$ cat src/rtl/univ_shift_pkg.sv
// univ_shift_pkg: shared types for the universal shift engine.
//   mode_e : operation select driven on univ_shift_engine.mode
//   fsm_e  : PISO transfer state
package univ_shift_pkg;

  typedef enum logic [2:0] {
    HOLD = 3'd0,
    PIPO = 3'd1,
    SIPO = 3'd2,
    SISO = 3'd3,
    PISO = 3'd4,
    ROT  = 3'd5,
    ASHR = 3'd6,
    RSVD = 3'd7
  } mode_e;

  typedef enum logic {
    IDLE  = 1'b0,
    SHIFT = 1'b1
  } fsm_e;

endpackage

$ cat src/rtl/univ_shift_counter.sv
// shift_counter: counts shifts within a word and flags word completion.
//   clk, rst : clock, async active-high reset
//   enb      : clock enable, low holds the count
//   clr      : restart the word (count -> 0, no terminal count)
//   inc      : one shift happened this cycle
//   cnt      : shifts completed in the current word (0..NSH-1)
//   tc       : NSH-th shift happens this cycle; count reloads to 0
module shift_counter #(
  parameter int NSH = 8,
  parameter int CW  = 4
) (
  input  logic          clk,
  input  logic          rst,
  input  logic          enb,
  input  logic          clr,
  input  logic          inc,
  output logic [CW-1:0] cnt,
  output logic          tc
);

  logic [CW-1:0] cnt_q, cnt_d;

  assign tc  = enb & inc & ~clr & (cnt_q == CW'(NSH - 1));
  assign cnt = cnt_q;

  always_comb begin
    cnt_d = cnt_q;
    if (enb) begin
      if (clr)      cnt_d = '0;
      else if (inc) cnt_d = tc ? '0 : cnt_q + CW'(1);
    end
  end

  always_ff @(posedge clk or posedge rst) begin
    if (rst) cnt_q <= '0;
    else     cnt_q <= cnt_d;
  end

endmodule

$ cat src/rtl/univ_shift_engine.sv
// univ_shift_engine: DW-bit universal register with SW-bit serial lanes.
// Modes: hold, parallel load, serial-in/parallel-out with word capture,
// serial-in/serial-out, parallel-in/serial-out with load handshake,
// rotate, and arithmetic right / logical left shift.
//   clk, rst           : clock, async active-high reset
//   enb                : clock enable; low freezes all state
//   mode, dir          : operation select, 0 = toward MSB, 1 = toward LSB
//   load_vld/load_rdy  : PISO parallel-load handshake
//   par_in, ser_in     : parallel / serial data in
//   par_out, ser_out   : register (SIPO: last captured word) / serial lane out
//   word_done          : pulses in the cycle of the NSH-th shift
//   busy               : PISO transfer in progress
// Optional build macro UNIV_SHIFT_PARITY_EN adds parity_out, the registered
// XOR of par_out.
module univ_shift_engine
  import univ_shift_pkg::*;
#(
  parameter int DW = 8,
  parameter int SW = 1
) (
  input  logic          clk,
  input  logic          rst,
  input  logic          enb,
  input  logic [2:0]    mode,
  input  logic          dir,
  input  logic          load_vld,
  output logic          load_rdy,
  input  logic [DW-1:0] par_in,
  input  logic [SW-1:0] ser_in,
  output logic [DW-1:0] par_out,
  output logic [SW-1:0] ser_out,
  output logic          word_done,
  output logic          busy
`ifdef UNIV_SHIFT_PARITY_EN
  ,
  output logic          parity_out
`endif
);

  localparam int NSH = DW / SW;
  localparam int CW  = $clog2(NSH + 1);

  if (DW % SW != 0) begin : g_dw_chk
    $error("univ_shift_engine: DW must be a multiple of SW");
  end

  mode_e         m, mode_q, mode_d;
  fsm_e          state_q, state_d;
  logic [DW-1:0] sr_q, sr_d, cap_q, cap_d;
  logic [DW-1:0] sh_v, rot_v, ashr_v;
  logic [CW-1:0] cnt;
  logic          tc, abort, load, cnt_inc, cnt_clr;

  assign m = mode_e'(mode);

  // Shift amounts are constants, so these are plain wiring; using shifts
  // rather than slices keeps DW == SW legal.
  assign sh_v   = dir ? ((sr_q >> SW) | (DW'(ser_in) << (DW - SW)))
                      : ((sr_q << SW) | DW'(ser_in));
  assign rot_v  = dir ? ((sr_q >> SW) | (sr_q << (DW - SW)))
                      : ((sr_q << SW) | (sr_q >> (DW - SW)));
  assign ashr_v = dir ? DW'($signed(sr_q) >>> SW) : (sr_q << SW);

  // Leaving a mode mid-word drops the partial word: the counter restarts
  // and the PISO transfer is abandoned, but the register keeps its bits.
  assign abort   = (m != mode_q) && ((cnt != '0) || (state_q == SHIFT));
  assign load    = enb & (m == PISO) & (state_q == IDLE) & load_vld;
  assign cnt_inc = enb & ((m == SIPO) | (m == SISO) | (m == ROT) | (m == ASHR) |
                          ((m == PISO) & (state_q == SHIFT)));
  assign cnt_clr = enb & (abort | load);

  shift_counter #(.NSH(NSH), .CW(CW)) u_cnt (
    .clk (clk),
    .rst (rst),
    .enb (enb),
    .clr (cnt_clr),
    .inc (cnt_inc),
    .cnt (cnt),
    .tc  (tc)
  );

  always_comb begin
    sr_d    = sr_q;
    cap_d   = cap_q;
    state_d = state_q;
    mode_d  = mode_q;
    if (enb) begin
      mode_d  = m;
      state_d = IDLE;
      case (m)
        PIPO:       sr_d = par_in;
        SIPO, SISO: sr_d = sh_v;
        ROT:        sr_d = rot_v;
        ASHR:       sr_d = ashr_v;
        PISO: begin
          if (state_q == IDLE) begin
            if (load_vld) begin
              sr_d    = par_in;
              state_d = SHIFT;
            end
          end else begin
            sr_d    = sh_v;
            state_d = tc ? IDLE : SHIFT;
          end
        end
        default: ;
      endcase
      if ((m == SIPO) && tc) cap_d = sr_d;
    end
  end

  always_ff @(posedge clk or posedge rst) begin
    if (rst) begin
      sr_q    <= '0;
      cap_q   <= '0;
      state_q <= IDLE;
      mode_q  <= HOLD;
    end else begin
      sr_q    <= sr_d;
      cap_q   <= cap_d;
      state_q <= state_d;
      mode_q  <= mode_d;
    end
  end

  assign ser_out   = dir ? sr_q[SW-1:0] : sr_q[DW-1 -: SW];
  assign par_out   = (m == SIPO) ? cap_q : sr_q;
  assign busy      = (state_q == SHIFT);
  assign load_rdy  = rst | (enb & (state_q == IDLE));
  assign word_done = tc & ~rst;

`ifdef UNIV_SHIFT_PARITY_EN
  logic parity_q, parity_d;

  // In SIPO par_out is the capture register, so this only moves after a capture.
  assign parity_d   = enb ? ^par_out : parity_q;
  assign parity_out = parity_q;

  always_ff @(posedge clk or posedge rst) begin
    if (rst) parity_q <= 1'b0;
    else     parity_q <= parity_d;
  end
`endif

endmodule
$ cat config.mk
export PLATFORM = sky130hd
export DESIGN_NAME = univ_shift_engine
export DESIGN_NICKNAME = d
export VERILOG_FILES = /design/src/rtl/univ_shift_pkg.sv /design/src/rtl/univ_shift_counter.sv /design/src/rtl/univ_shift_engine.sv
export SDC_FILE = /design/constraint.sdc
export NUM_CORES = 1
export LEC_CHECK = 0
export ABC_AREA = 1
export CAP_MARGIN = 40
export CORE_ASPECT_RATIO = 1.5
export CORE_MARGIN = 2
export CORE_UTILIZATION = 56
export DETAILED_ROUTE_END_ITERATION = 12
export PLACE_DENSITY_LB_ADDON = 0.05
export SETUP_SLACK_MARGIN = 0.4
export SYNTH_ARGS = -nofsm -noshare
export SYNTH_HDL_FRONTEND = slang
export SYNTH_SLANG_ARGS = --single-unit
export TNS_END_PERCENT = 100
$ cat constraint.sdc
create_clock -name clk -period 3.6 [get_ports clk]
set_clock_uncertainty 0.05 [all_clocks]
set_input_delay 0.9 -clock clk [delete_from_list [all_inputs] [get_ports clk]]
set_output_delay 0.9 -clock clk [all_outputs]
set_load 0.03 [all_outputs]
==> run_results.csv <==
group,metric,value,unit
cells_and_area,final_nets,302,
pwr,totalPowerFinal,870,µW
clock_network,h-tree-depth,1,
cells_and_area,drive_gt1_share,12.8,%
clock_network,post_cts_resized,3,
critical_path,rrSetupSlack,1.98,ns
die,boundaryPins,29,
logic_synthesis,synth.net_count,269,
die,dieArea,3380,µm²
die,die_w,48.1,µm
die,die_height,70.2,µm
pwr,vdd.ir_drop.worst,0.285,mV
drt,drtAntennaViolNets,0,
logic_synthesis,yosysWarnings,0,
logic_synthesis,synth_cells,250,
critical_path,path_class,"input pin to output port",
cells_and_area,areaGrowthSynthToFinish,24.1,%
drt,drt_iter0_drc,47,
die,start_util,57.3,%
logic_synthesis,async_reset_ff_share,100,%
grt,antenna_found_initial,0,
min_path,hold_end,"cap_q[7]",
logic_synthesis,synth.distinct_cells,23,
die,rows,24,
critical_path,reg2reg_depth,9,
grt,grt_overflow,0,
drt,drcViolationCount,0,
logic_synthesis,yosys_register_bits,24,
logic_synthesis,yosysTopAreaCell,"dfrtp_1",
critical_path,critPathRequiredTime,2.65,ns
drt,drt-total-wl,4.10,mm
logic_synthesis,synth_edf_count,0,
logic_synthesis,synthTopCellsByArea,"dfrtp_1, nand2_1, o21ai_0, nand3_1, inv_1",
grt,grt_max_degree,25,
grt,grt_pass1_vias,1555,
logic_synthesis,postSynthAreaPerCell,6.54,µm²
die,core_area,2850,µm²
timing,final-hold-violation-count,0,
clock_network,cts.sinks,24,
cells_and_area,n_antenna_cell,0,
logic_synthesis,synth_top_area_share,36.7,%
grt,grt_pass1_wl,6.64,mm
clock_network,cts_tree,"yes",
min_path,worstHoldStart,"cap_q[7]",
clock_network,ctsRootBufferMaster,"clkbuf_8",
pwr,powerDensity,429,nW/µm²
clock_network,numCtsBuffers,3,
placed_design,io_buffers,28,
clock_network,cts_buffer_depth,2,
drt,num_vias,1685,
timing,period_share,87.6,%
logic_synthesis,syn-cell-area,1640,µm²
min_path,worstHoldPathType,"flop to flop",
clock_network,clock_latency,0.27,ns
timing,timing.final.crit_period,3.15,ns
clock_network,cts.clk_slew.worst_paths,0.09,ns
critical_path,worstReg2RegStart,"u_cnt.cnt[0]",
placed_design,hpwl,3.10,mm
placed_design,gp_routability_congestion,0.898,
pwr,p_leak,1.05,nW
drt,vias_per_cell,5.25,
timing,finalSetupViolCount,0,
clock_network,post_cts_buffers,0,
clock_network,cts_hold_buf,0,
status,status,"complete, no violations",
critical_path,r2r_end,"cap_q[4]",
critical_path,critPathMaxFanout,5,
min_path,min_delay_path_depth,2,
timing,worst_pin_slew,0.403,ns
timing,final-max-slew-violation-count,0,
timing,rsz0062_at_grt,"true",
flow_run,cap_violations,0,
critical_path,crit_start,"mode[0]",
logic_synthesis,synth_top_flop_cell,"dfrtp_1",
critical_path,worst-endpoint-arrival,2.20,ns
timing,max_freq,0.317,GHz
timing,maxSlewHeadroom,72.9,%
timing,fin_tns_setup,0,ns
critical_path,end_kind,"output port",
logic_synthesis,yosysSeqAreaShare,36.7,%
drt,drtPass1Iterations,4,
grt,grtUsageTotal,27.1,%
drt,wire_per_inst,12.8,µm
critical_path,cp-start-kind,"input pin",
## critical path, cell delays in order
cell	delay [ns]
dlygate4sd2_1	0.31
nor2_4	0.15
nand3_2	0.11
nand3_2	0.15
nand2_4	0.10
nor4_2	0.27
buf_4	0.21
## cell type report
type	instances	area [µm²]
Clock buffer	3	41.3
Clock inverter	1	30.0
Fill cell	262	823
Inverter	26	97.6
Multi-Input combinational cell	193	908
Sequential cell	24	601
Tap cell	39	48.8
Timing Repair Buffer	35	303
## state kept, by name, summed over array words and instances (netlist names)
signal	count
cap_q	8
sr_q	8
u_cnt.cnt	4
mode_q	3
busy	1
## metrics by stage
step	worst slack (ns)	area, µm²	cells	util [%]	hold WS (ns)
after global placement	0.189	1960	317	68.8	0.413
after global routing	0.368	2030	321	71.1	0.452
after detailed placement	0.172	1960	317	68.8	0.417
after CTS	0.402	2030	321	71.2	0.441
after floorplan	0.433	1640	250	-	0.399
final	0.448	2030	321	71.1	0.436
## kinds of logic after synthesis
family,share of synthesized area (%)
simple gates,40.3
compound gates,12.2
buf+inv,8.11
flops,36.7
xor+xnor,1.07
fa+ha+maj,1.53
## where the power goes
group,leakage [nW],internal (mW),switching [mW],total [mW]
logic,0.699,0.105,0.198,0.303
clock network,0.0357,0.149,0.0910,0.240
registers,0.318,0.301,0.0260,0.327
total,1.05,0.555,0.315,0.870
## Yosys cell counts, types with 2 or more instances
library cell	count
o21ai_0	32
dfrtp_1	24
inv_2	2
clkbuf_1	5
nor2_1	13
ha_1	2
nor3_1	2
nand3_2	3
inv_1	24
xor2_1	2
nor2_4	2
nand2_1	98
a21oi_1	4
nand3_1	28
## how the worst max path moves through the flow
stage | end | depth (start not counted)
2_1_floorplan | par_out[5] | 6
6_report | word_done | 7
5_1_grt | word_done | 7
4_1_cts | word_done | 7
3_5_place_dp | word_done | 7
3_3_place_gp | word_done | 7
## routing by layer
layer,track usage (%),vias up,share of wire (%)
met5,0,-,0
met4,11.7,0,3.1
met3,2.33,10,3.5
met2,46.5,55,54
met1,32.2,754,39
li1,-,866,-
## cell usage in the layout, fill, tap and decap left out
master / instances
clkdlybuf4s50_1: 14
nor2_1: 13
xor2_1: 2
nand2_4: 1
nand2_1: 98
dlymetal6s2s_1: 1
dfrtp_1: 24
buf_6: 1
nand2_2: 1
dlygate4sd2_1: 1
a21oi_1: 4
nor4_2: 1
ha_1: 2
nor2_4: 2
nor3_1: 2
buf_4: 16
o211ai_1: 1
o21ai_1: 1
inv_2: 4
clkbuf_2: 2
o21a_1: 1
nand3_2: 3
inv_1: 22
clkbuf_8: 3
o21ai_0: 32
nor3_4: 1
bufinv_16: 1
nand3_1: 28
Power figures use the tool's default switching activity.
